`config.mk`:
```
export PLATFORM = sky130hd
export DESIGN_NAME = instruction_fetch
export DESIGN_NICKNAME = d
export VERILOG_FILES = /design/src/rtl/instruction_fetch.sv
export SDC_FILE = /design/constraint.sdc
export NUM_CORES = 1
export LEC_CHECK = 0
export CORE_ASPECT_RATIO = 1.5
export CORE_UTILIZATION = 48
export DETAILED_ROUTE_END_ITERATION = 6
export PLACE_DENSITY = 0.86
export SETUP_SLACK_MARGIN = 0.02
export SKIP_CTS_REPAIR_TIMING = 1
export SLEW_MARGIN = 20
export SYNTH_ARGS = -nofsm -noshare
export SYNTH_HDL_FRONTEND = slang
export SYNTH_SLANG_ARGS = --single-unit
```
`constraint.sdc`:
```
create_clock -name clk -period 4.35 [get_ports clk]
set_input_delay 0.435 -clock clk [delete_from_list [all_inputs] [get_ports clk]]
set_output_delay 0.435 -clock clk [all_outputs]
set_load 0.01 [all_outputs]
```
`src/rtl/instruction_fetch.sv`:
```
// Instruction fetch stage: PC register, BOOT/RUN/HALT sequencing and the IF/ID
// pipeline register feeding decode.
module instruction_fetch #(
  parameter logic [63:0] RESET_PC  = 64'h0,
  parameter int unsigned IMEM_SIZE = 256
) (
  input  logic        clk,
  input  logic        rst_n,
  input  logic        stall,
  input  logic        redirect,
  input  logic [63:0] redirect_target,
  output logic [63:0] imem_adr,
  input  logic [31:0] imem_instr,
  output logic [63:0] ifid_pc,
  output logic [31:0] ifid_instr,
  output logic        ifid_valid,
  output logic        fetch_fault,
  output logic [31:0] fetch_count
);

  typedef enum logic [1:0] {
    BOOT,
    RUN,
    HALT
  } state_t;

  localparam logic [63:0] LAST_PC = 64'(IMEM_SIZE) - 64'd4;

  state_t      state;
  logic [63:0] pc;
  logic [63:0] target_aligned;
  logic        in_range;

  assign imem_adr       = pc;
  assign in_range       = (pc <= LAST_PC);
  assign target_aligned = redirect_target & ~64'd3;
  assign fetch_fault    = (state == HALT);

  always_ff @(posedge clk or negedge rst_n) begin
    if (!rst_n) begin
      state       <= BOOT;
      pc          <= RESET_PC;
      ifid_pc     <= '0;
      ifid_instr  <= '0;
      ifid_valid  <= 1'b0;
      fetch_count <= '0;
    end else begin
      case (state)
        BOOT: begin
          ifid_valid <= 1'b0;
          state      <= RUN;
        end
        RUN: begin
          // Redirect wins over stall; the IF/ID payload is left as-is behind a bubble.
          if (redirect) begin
            pc         <= target_aligned;
            ifid_valid <= 1'b0;
          end else if (!stall) begin
            if (in_range) begin
              ifid_pc     <= pc;
              ifid_instr  <= imem_instr;
              ifid_valid  <= 1'b1;
              pc          <= pc + 64'd4;
              fetch_count <= fetch_count + 32'd1;
            end else begin
              ifid_valid <= 1'b0;
              state      <= HALT;
            end
          end
        end
        HALT: begin
          ifid_valid <= 1'b0;
          if (redirect) begin
            pc    <= target_aligned;
            state <= RUN;
          end
        end
        default: state <= BOOT;
      endcase
    end
  end

endmodule

```
==> metrics.yaml <==
route:
  postRouteAntennaNets: 0
  routed_via_density: 5.479
  drt-wirelength-per-cell_um: 17.77
  drt-total-wl_mm: 23.23
  first_pass_iters: 5
  dr_total_vias: 7161
  route.detailed.drc: 0
  drtIter0Drc: 401
critical_path:
  slowest_stage: "or4_4"
  endpoint_kind: "flip-flop"
  crit_arrival_ns: 3.42
  crit_start: "imem_adr[9]$_DFFE_PN0P_"
  worstPathMaxFanout: 100
  cp-start-kind: "flip-flop"
  critical_path.max_stage_delay_ns: 0.89
  cp.required_ns: 4.70
  r2r-start: "imem_adr[9]$_DFFE_PN0P_"
  worstPathCellList: "nor4_1 -> nand4_1 -> or3_4 -> or4_4 -> nor4_4 -> xor2_1"
  crit_type: "flip-flop to flip-flop"
clock_tree:
  cts_buffers: 17
  clk_pin_slew_ns: 0.08
  clock-root-buffer: "clkbuf_16"
  clock-sinks: 191
  clock_path_buffers: 2
  h-tree-depth: 4
  cts_tree: "built"
  insertion_delay_ns: 0.43
layout:
  final_common_cell: "clkdlybuf4s50_1"
  final_core_util_pct: 71.81
  nFillCells: 1191
  final_nets: 1190
  synthToLayoutAreaGrowth_pct: 45.90
  num_antenna_cells: 0
  mostFrequentLayoutCells: "clkdlybuf4s50_1, nand2_1, dfrtp_1"
  drive_gt1_share_pct: 4.632
sta:
  max_freq_ghz: 0.3261
  fin_tns_setup_ns: 0
  fin_crit_sh_pct: 70.49
  max_slew_margin_pct: 36.73
  skew_ns: 0.01185
  finalSetupViolations: 0
  maxSlewViolCount: 0
  hold_slack_ns: 0.4656
  tightest_slew_ns: 0.9491
  rsz0062_at_grt: "no"
  finalWorstPathRequiredPeriod_ns: 3.066
  hold_violations: 0
outcome:
  status: "finished, final reports clean"
synth:
  synth_edf_count: 0
  synth_warnings: 0
  avgSynthCellArea_sq_um: 9.807
  syn_area_sq_um: 8003
  synthArstFlopShare_pct: 100.0
  ys_seq_area_share_pct: 59.72
  synth_ff_type: "dfrtp_1"
  synth_seq_cells: 191
  synth.distinct_cells: 51
  syn_inst: 816
floorplanning:
  die_w_um: 107.4
  initial_utilization_pct: 49.22
  rows: 57
  die-area_sq_um: 17200
  fp.coreArea_sq_um: 16260
  io_pins: 294
  die_y_um: 160.1
pwr:
  power_mw: 4.524
  pwr_density_cell_nw_per_um2: 387.4
  leakage_nw: 5.275
  peakVddDrop_v: 0.0002912
global_routing:
  grt_first_pass_wirelength_mm: 37.16
  antenna_found_initial: 0
  track_usage_pct: 27.99
  gr-total-overflow: 0
  grt_pass1_vias: 7211
  grt_max_degree: 123
placement:
  place_congestion: 0.8731
  dp_hpwl_mm: 16.08
  port_buffers: 287
run:
  cap_violations: 0
worst_hold_path:
  hold_path.class: "input port to async pin"
==> synth_stat cells, types with 3 or more instances <==
library cell | n | area (sq um)
and2_1 | 60 | 375.4
nand3_1 | 47 | 235.2
clkbuf_1 | 26 | 97.59
o21ai_0 | 24 | 120.1
nor3_1 | 12 | 60.06
nand2b_1 | 3 | 18.77
o22ai_1 | 4 | 25.02
nand2_1 | 232 | 870.8
buf_1 | 5 | 18.77
xor2_1 | 3 | 26.28
nand4_1 | 33 | 206.5
inv_1 | 6 | 22.52
a31oi_1 | 4 | 25.02
or2_2 | 3 | 18.77
nor4_1 | 21 | 131.4
o21a_1 | 3 | 22.52
nor2_1 | 26 | 97.59
dfrtp_1 | 191 | 4780
a21oi_1 | 24 | 120.1
and3_1 | 7 | 43.79
or3_1 | 3 | 18.77
xnor2_1 | 28 | 245.2
buf_4 | 4 | 30.03
buf_2 | 10 | 50.05
and4_1 | 4 | 35.03
==> final timing paths <==
kind                                               end  slack (ns)  cells past startpoint
setup reg to reg           fetch_count[21]$_DFFE_PN0P_        1.28                      6
min in group clk                ifid_pc[4]$_DFFE_PN0P_        0.47                      2
hold reg to reg                 ifid_pc[4]$_DFFE_PN0P_        0.47                      2
setup / recovery           fetch_count[21]$_DFFE_PN0P_        1.28                      6
hold / removal              ifid_instr[12]$_DFFE_PN0P_        0.47                      2
max in group asynchronous   ifid_instr[31]$_DFFE_PN0P_        3.12                      3
==> registers in the layout (all words and copies together) (netlist names) <==
name and flops:
fetch_count 32, state 2, ifid_instr 32, imem_adr 62
ifid_valid 1, ifid_pc 62
==> power by group <==
part           leakage, nW  switching, mW  total (mW)  internal, mW
clock                0.298          0.716        1.60         0.885
sequential            2.55          0.208        2.12          1.91
combinational         2.43          0.372       0.800         0.427
total                 5.27           1.30        4.52          3.23
==> kinds of logic (layout without fill, tap and decap cells) <==
kind of cell | after synthesis | after routing | synth area share [%]
XOR/XNOR | 31 | 31 | 3.393
flip-flops | 191 | 191 | 59.72
multiplexers | 1 | 1 | 0.1251
buffers and inverters | 52 | 334 | 2.877
adder cells (fa/ha/maj) | 2 | 2 | 0.3126
other | 1 | 4 | 0.04686
AND/OR/NAND/NOR | 462 | 462 | 27.85
AO/OA/AOI/OAI | 76 | 76 | 5.676
==> final cells by class <==
| class | count | area [sq um] | area share [%] |
|---|---|---|---|
| sequential | 191 | 4780 | 40.93 |
| multi-input combinational | 576 | 3025 | 25.91 |
| timing repair buffer | 296 | 2979 | 25.51 |
| clock buffer | 18 | 439.2 | 3.761 |
| tap | 206 | 257.7 | 2.207 |
| clock inverter | 14 | 172.7 | 1.479 |
| inverter | 6 | 22.52 | 0.1929 |
==> through the flow <==
stage	std cells	cell area, sq um	worst slack, ns
finish	1307	11680	1.284
global route	1307	11680	1.084
floorplan	819	8014	1.947
detailed placement	1273	11020	1.306
global placement	1273	11020	1.333
CTS	1305	11630	1.281
==> worst max-delay path, delay by kind of cell (launching register included) <==
kind,cells,cell delay (ns)
xor gates and xnor gates,1,0.17
DFF,1,0.46
and+or+nand+nor,5,2.33
==> routing by layer <==
layer	track usage (%)	wire length [um]	vias to the layer above
met5	0	0	-
met1	31.26	8609	3472
met2	48.21	11920	332
li1	-	-	3293
met4	13.57	901	0
met3	8.245	1802	64
No activity file was read; power rests on OpenSTA's default activity.
